===== src/rtl/ram_pkg.sv =====
// Shared defaults and FSM encoding for the RAM burst reader.
// Also holds the counter width helper used by the FIFO.
package ram_pkg;

    localparam int DEF_DATA_W     = 8;
    localparam int DEF_ADDR_W     = 6;
    localparam int DEF_FIFO_DEPTH = 4;

    typedef enum logic [1:0] {
        IDLE = 2'd0,
        RUN  = 2'd1,
        FIN  = 2'd2
    } state_t;

    function automatic int cnt_w(input int depth);
        return $clog2(depth + 1);
    endfunction

endpackage


===== src/rtl/rd_sync_fifo.sv =====
// Small synchronous FIFO with occupancy count.
// The head word is read combinationally from storage.
module rd_sync_fifo
    import ram_pkg::*;
#(
    parameter int DEPTH = DEF_FIFO_DEPTH,
    parameter int WIDTH = DEF_DATA_W,
    localparam int PTR_W = (DEPTH > 1) ? $clog2(DEPTH) : 1,
    localparam int CNT_W = cnt_w(DEPTH)
) (
    input  logic             clk,
    input  logic             rst_n,
    input  logic             push,
    input  logic [WIDTH-1:0] push_data,
    input  logic             pop,
    output logic [WIDTH-1:0] pop_data,
    output logic             empty,
    output logic [CNT_W-1:0] count
);

    logic [WIDTH-1:0] mem [DEPTH];
    logic [PTR_W-1:0] wr_ptr;
    logic [PTR_W-1:0] rd_ptr;

    function automatic logic [PTR_W-1:0] nxt(input logic [PTR_W-1:0] p);
        return (p == PTR_W'(DEPTH - 1)) ? '0 : p + PTR_W'(1);
    endfunction

    assign pop_data = mem[rd_ptr];
    assign empty    = (count == '0);

    // Storage, pointers and count; push+pop together keeps count.
    always_ff @(posedge clk or negedge rst_n) begin
        if (!rst_n) begin
            wr_ptr <= '0;
            rd_ptr <= '0;
            count  <= '0;
            for (int i = 0; i < DEPTH; i++) begin
                mem[i] <= '0;
            end
        end else begin
            if (push) begin
                mem[wr_ptr] <= push_data;
                wr_ptr      <= nxt(wr_ptr);
            end
            if (pop) begin
                rd_ptr <= nxt(rd_ptr);
            end
            unique case ({push, pop})
                2'b10:   count <= count + CNT_W'(1);
                2'b01:   count <= count - CNT_W'(1);
                default: count <= count;
            endcase
        end
    end

endmodule


===== src/rtl/ram_burst_reader.sv =====
// Reads a burst of words from a registered-output RAM into a
// stream, throttling issue so the output FIFO never overflows.
module ram_burst_reader
    import ram_pkg::*;
#(
    parameter int DATA_W     = DEF_DATA_W,
    parameter int ADDR_W     = DEF_ADDR_W,
    parameter int FIFO_DEPTH = DEF_FIFO_DEPTH
) (
    input  logic              clk,
    input  logic              rst_n,
    input  logic              start,
    input  logic [ADDR_W-1:0] base_addr,
    input  logic [ADDR_W:0]   length,
    output logic              busy,
    output logic              done,
    output logic [ADDR_W-1:0] ram_read_addr,
    input  logic [DATA_W-1:0] ram_data_out,
    output logic [DATA_W-1:0] m_data,
    output logic              m_valid,
    input  logic              m_ready
);

    localparam int CNT_W = cnt_w(FIFO_DEPTH);
    localparam int OCC_W = CNT_W + 1;
    localparam int LEN_W = ADDR_W + 1;

    state_t           state;
    logic [LEN_W-1:0] len_q;
    logic [LEN_W-1:0] issued_q;
    logic [LEN_W-1:0] popped_q;
    logic             tag0;
    logic             tag1;
    logic [CNT_W-1:0] fifo_count;
    logic             fifo_empty;
    logic             pop;
    logic             issue_run;
    logic             last_pop;
    logic [OCC_W-1:0] occ;
    logic [OCC_W-1:0] limit;

    assign m_valid = !fifo_empty;
    assign pop     = m_valid && m_ready;

    // Occupancy counts words in flight; a pop this cycle frees a slot.
    assign occ   = {1'b0, fifo_count} + OCC_W'(tag0) + OCC_W'(tag1);
    assign limit = OCC_W'(FIFO_DEPTH) + OCC_W'(pop);

    assign issue_run = (state == RUN) && (issued_q < len_q)
                       && (occ < limit);
    assign last_pop  = pop && ((popped_q + LEN_W'(1)) == len_q);

    // Burst control FSM; first address issues on the accepting edge.
    always_ff @(posedge clk or negedge rst_n) begin
        if (!rst_n) begin
            state         <= IDLE;
            busy          <= 1'b0;
            done          <= 1'b0;
            len_q         <= '0;
            issued_q      <= '0;
            popped_q      <= '0;
            ram_read_addr <= '0;
            tag0          <= 1'b0;
        end else begin
            tag0 <= 1'b0;
            done <= 1'b0;
            unique case (state)
                IDLE: begin
                    if (start) begin
                        len_q    <= length;
                        popped_q <= '0;
                        issued_q <= '0;
                        if (length != '0) begin
                            state         <= RUN;
                            busy          <= 1'b1;
                            ram_read_addr <= base_addr;
                            issued_q      <= LEN_W'(1);
                            tag0          <= 1'b1;
                        end else begin
                            state <= FIN;
                            done  <= 1'b1;
                        end
                    end
                end
                RUN: begin
                    if (issue_run) begin
                        ram_read_addr <= ram_read_addr + ADDR_W'(1);
                        issued_q      <= issued_q + LEN_W'(1);
                        tag0          <= 1'b1;
                    end
                    if (pop) begin
                        popped_q <= popped_q + LEN_W'(1);
                    end
                    if (last_pop) begin
                        state <= FIN;
                        busy  <= 1'b0;
                        done  <= 1'b1;
                    end
                end
                FIN: begin
                    state <= IDLE;
                end
                default: begin
                    state <= IDLE;
                end
            endcase
        end
    end

    // Second tag stage lines up with registered RAM read data.
    always_ff @(posedge clk or negedge rst_n) begin
        if (!rst_n) begin
            tag1 <= 1'b0;
        end else begin
            tag1 <= tag0;
        end
    end

    rd_sync_fifo #(
        .DEPTH (FIFO_DEPTH),
        .WIDTH (DATA_W)
    ) u_fifo (
        .clk       (clk),
        .rst_n     (rst_n),
        .push      (tag1),
        .push_data (ram_data_out),
        .pop       (pop),
        .pop_data  (m_data),
        .empty     (fifo_empty),
        .count     (fifo_count)
    );

endmodule


===== config.mk =====
export PLATFORM = sky130hd
export DESIGN_NAME = ram_burst_reader
export DESIGN_NICKNAME = d
export VERILOG_FILES = /design/src/rtl/ram_pkg.sv /design/src/rtl/rd_sync_fifo.sv /design/src/rtl/ram_burst_reader.sv
export SDC_FILE = /design/constraint.sdc
export NUM_CORES = 1
export LEC_CHECK = 0
export CAP_MARGIN = 10
export CORE_UTILIZATION = 55
export CTS_CLUSTER_SIZE = 12
export DETAILED_ROUTE_END_ITERATION = 10
export PLACE_DENSITY = 0.81
export RECOVER_POWER = 50
export SLEW_MARGIN = 20
export SYNTH_ARGS = -nofsm -noshare
export SYNTH_HDL_FRONTEND = slang
export SYNTH_SLANG_ARGS = --single-unit

===== constraint.sdc =====
create_clock -name clk -period 3.07 [get_ports clk]
set_input_delay 0.614 -clock clk [delete_from_list [all_inputs] [get_ports clk]]
set_output_delay 0.614 -clock clk [all_outputs]
set_load 0.1 [all_outputs]

==> insert_results.sql, run 1 <==
INSERT INTO impl_metrics (metric_group, metric, value, unit) VALUES
('place', 'gp_congestion', '0.882', ''),
('logic_synthesis', 'per_instance_average_area_after_synthesis', '11.1', 'um2'),
('logic_synthesis', 'synth.cell_area', '3700', 'um2'),
('clock_network', 'cts_hold_buffers', '0', ''),
('critical_path', 'critPathLaunchType', 'register', ''),
('critical_path', 'timing.rr.start', 'tag1$_DFF_PN0_', ''),
('drt', 'route.vias.total', '2724', ''),
('logic_synthesis', 'most_area_consuming_cells_after_synthesis', 'sky130_fd_sc_hd__dfrtp_1 (49%), sky130_fd_sc_hd__mux2_2 (10%), sky130_fd_sc_hd__ha_1 (5.4%)', ''),
('logic_synthesis', 'cells_after_synthesis', '335', ''),
('layout', 'instances_no_fill', '460', ''),
('drt', 'dr.pass1.iters', '8', ''),
('sta', 'setup_total_negative_slack', '0', 'ps'),
('layout', 'design.final.nets', '423', ''),
('clock_network', 'post_cts_resized', '0', ''),
('drt', 'vias_per_cell', '5.92', ''),
('drt', 'drc_errors', '7', ''),
('sta', 'maxSlewViolCount', '28', ''),
('logic_synthesis', 'ys_async_sr_fraction', '100', '%'),
('critical_path', 'cp_slowest_cell', 'sky130_fd_sc_hd__or4_1', ''),
('floorplan', 'die-area', '7070', 'um2'),
('logic_synthesis', 'synth_top_flop_cell', 'sky130_fd_sc_hd__dfrtp_1', ''),
('logic_synthesis', 'total_nets_after_synthesis', '378', ''),
('critical_path', 'path_class', 'register to register', ''),
('floorplan', 'fp.coreArea', '6420', 'um2'),
('clock_network', 'cts.repair_timing.setup_buffer_count', '0', ''),
('worst_hold_path', 'timing.hold.worst_endpoint', 'tag1$_DFF_PN0_', ''),
('layout', 'fillerInstances', '504', ''),
('place', 'post-dp-hpwl', '5.72', 'mm'),
('critical_path', 'end_kind', 'register', ''),
('worst_hold_path', 'hold_path.startpoint', 'tag0$_DFF_PN0_', ''),
('critical_path', 'cp.required', '3340', 'ps'),
('critical_path', 'crit_fanout', '9', ''),
('worst_hold_path', 'hold_class', 'register to register', ''),
('sta', 'setup-violations-final', '0', ''),
('sta', 'fin_hold_ws', '433', 'ps'),
('layout', 'n_antenna_cell', '0', ''),
('layout', 'register_area', '1800', 'um2'),
('sta', 'timing.final.hold_violations', '0', ''),
('critical_path', 'largest_delay_contributor_family_on_the_critical_path', 'simple AND/OR/NAND/NOR gates', ''),
('clock_network', 'worst_skew_pair.late_latency', '340', 'ps'),
('clock_network', 'cts-root-buf', 'sky130_fd_sc_hd__clkbuf_8', ''),
('logic_synthesis', 'ys_types', '43', ''),
('clock_network', 'tritoncts', 'yes', ''),
('grt', 'groute.usage.overall', '25.1', '%'),
('clock_network', 'clock_sinks', '72', ''),
('grt', 'grt_pass1_vias', '2882', ''),
('clock_network', 'cts_max_level', '3', ''),
('clock_network', 'worst_setup_hold_path_clk_slew', '70', 'ps'),
('sta', 'achievable-frequency', '0.362', 'GHz'),
('layout', 'multiInputGateArea', '1780', 'um2'),
('clock_network', 'max-clock-path-buffers', '2', ''),
('place', 'io_buffers', '41', ''),
('critical_path', 'cp_data_arrival_time', '3030', 'ps'),
('place', 'place.detailed.instances', '446', ''),
('floorplan', 'effective_utilization_at_floorplan', '57.7', '%'),
('logic_synthesis', 'netlist.area_leader.share', '48.6', '%'),
('grt', 'grt_overflow', '0', ''),
('sta', 'timing.final.crit_share', '90.1', '%'),
('flow_run', 'cap_violations', '1', ''),
('critical_path', 'worst-path-buf-inv', '2', ''),
('critical_path', 'crit_path_cell_trace', 'inv_1 -> fa_1 -> inv_1 -> ha_1 -> nand2b_1 -> o21ai_0 -> o211ai_1 -> or4_1 -> a21oi_1', ''),
('status', 'run_status', 'finished with violations', ''),
('floorplan', 'chip_height', '84.1', 'um'),
('floorplan', 'std_cell_rows', '29', ''),
('logic_synthesis', 'synth_edf_count', '0', ''),
('sta', 'timing.slew.headroom', '-1.83', '%'),
('status', 'violations', 'DRC, capacitance limit, slew limit', ''),
('logic_synthesis', 'post_synthesis_register_bit_count', '72', ''),
('floorplan', 'die_w', '84.1', 'um'),
('critical_path', 'ff2ff_path_depth', '9', ''),
('grt', 'grt_pass1_wl', '13.7', 'mm');
[stage by stage]
step	util (%)	area (um2)	setup slack [ps]
2_1_floorplan	-	3700	591
3_3_place_gp	64.7	4150	505
3_5_place_dp	64.7	4150	388
4_1_cts	67.7	4350	292
5_1_grt	67.6	4340	7.94
6_report	67.6	4340	305
[kinds of logic (layout without fill, tap and decap cells)]
family | after synthesis | count (layout) | synth area share [%]
and+or+nand+nor | 93 | 93 | 11.5
DFF | 72 | 72 | 48.6
AOI/OAI and AO/OA | 63 | 63 | 11.1
muxes | 43 | 43 | 15.4
buffers and inverters | 31 | 79 | 3.24
adders and majority gates | 18 | 18 | 6.48
xor gates and xnor gates | 15 | 15 | 3.55
[cell usage after synthesis, types with 5 or more instances]
| cell type | instances |
|---|---|
| sky130_fd_sc_hd__nor2_1 | 20 |
| sky130_fd_sc_hd__o22ai_1 | 5 |
| sky130_fd_sc_hd__inv_1 | 19 |
| sky130_fd_sc_hd__a21oi_1 | 9 |
| sky130_fd_sc_hd__ha_1 | 16 |
| sky130_fd_sc_hd__clkbuf_1 | 9 |
| sky130_fd_sc_hd__nand2_1 | 40 |
| sky130_fd_sc_hd__xnor2_1 | 8 |
| sky130_fd_sc_hd__xor2_1 | 7 |
| sky130_fd_sc_hd__nor3_1 | 5 |
| sky130_fd_sc_hd__dfrtp_1 | 72 |
| sky130_fd_sc_hd__nand3_1 | 10 |
| sky130_fd_sc_hd__o21ai_0 | 23 |
| sky130_fd_sc_hd__mux2_2 | 33 |
| sky130_fd_sc_hd__mux4_2 | 8 |
| sky130_fd_sc_hd__o31ai_1 | 5 |
[how the worst max path moves through the flow]
stage                        start                       to  depth (start not counted)
floorplan           tag1$_DFF_PN0_  issued_q[3]$_DFFE_PN0P_                         11
global placement    tag1$_DFF_PN0_  issued_q[5]$_DFFE_PN0P_                          9
detailed placement  tag1$_DFF_PN0_  issued_q[5]$_DFFE_PN0P_                          9
CTS                 tag1$_DFF_PN0_  issued_q[5]$_DFFE_PN0P_                          9
global route        tag1$_DFF_PN0_  issued_q[3]$_DFFE_PN0P_                         10
finish              tag1$_DFF_PN0_  issued_q[5]$_DFFE_PN0P_                          9
[layout make-up]
class | count | area share [%]
timing repair buffer | 46 | 9.05
multi-input combinational | 232 | 41.1
inverter | 19 | 1.64
clock buffer | 11 | 3.49
sequential | 72 | 41.5
tap | 77 | 2.22
clock inverter | 3 | 0.980
[placed cells by master (no fill, tap or decap), drive strengths merged, types with 3 or more instances in the layout]
cell,n
o22ai,5
dfrtp,72
clkdlybuf4s50,23
o21ai,23
xor2,7
nand2,40
mux2,33
ha,16
nor3,5
o211ai,3
o31ai,6
nor2,20
a21o,3
clkbuf,14
a21oi,9
mux4,8
inv,19
nand3,10
nor3b,3
buf,20
xnor2,8
or4,3
or3,3
[sequential cells by signal, indices dropped and copies added (netlist names)]
register / cells
u_fifo.mem: 32
busy: 1
tag1: 1
u_fifo.rd_ptr: 2
issued_q: 7
u_fifo.wr_ptr: 2
state: 2
done: 1
u_fifo.count: 3
len_q: 7
popped_q: 7
ram_read_addr: 6
tag0: 1
[routing by layer]
layer	vias up	GRT usage [%]	part of all wire, %
met5	-	0	0
met2	85	42.7	51
met3	16	4.95	4.7
met1	1338	31.1	42
met4	0	11.4	2.2
li1	1285	-	-
Power of run 1 is left out: the tool's default activity adds up to more than one toggle a clock period on the data nets, which glitch-free logic cannot reach.
==> run 2: changes to the inputs <==
--- a/config.mk
+++ b/config.mk
@@ -5,6 +5,7 @@
 export SDC_FILE = /design/constraint.sdc
 export NUM_CORES = 1
 export LEC_CHECK = 0
+export ABC_AREA = 0
 export CAP_MARGIN = 10
 export CORE_UTILIZATION = 55
 export CTS_CLUSTER_SIZE = 12
==> results of run 2 <==
Same layout as run 1: the final DEF is identical, and so are final timing and power.
Power of run 2 is left out for the same reason.
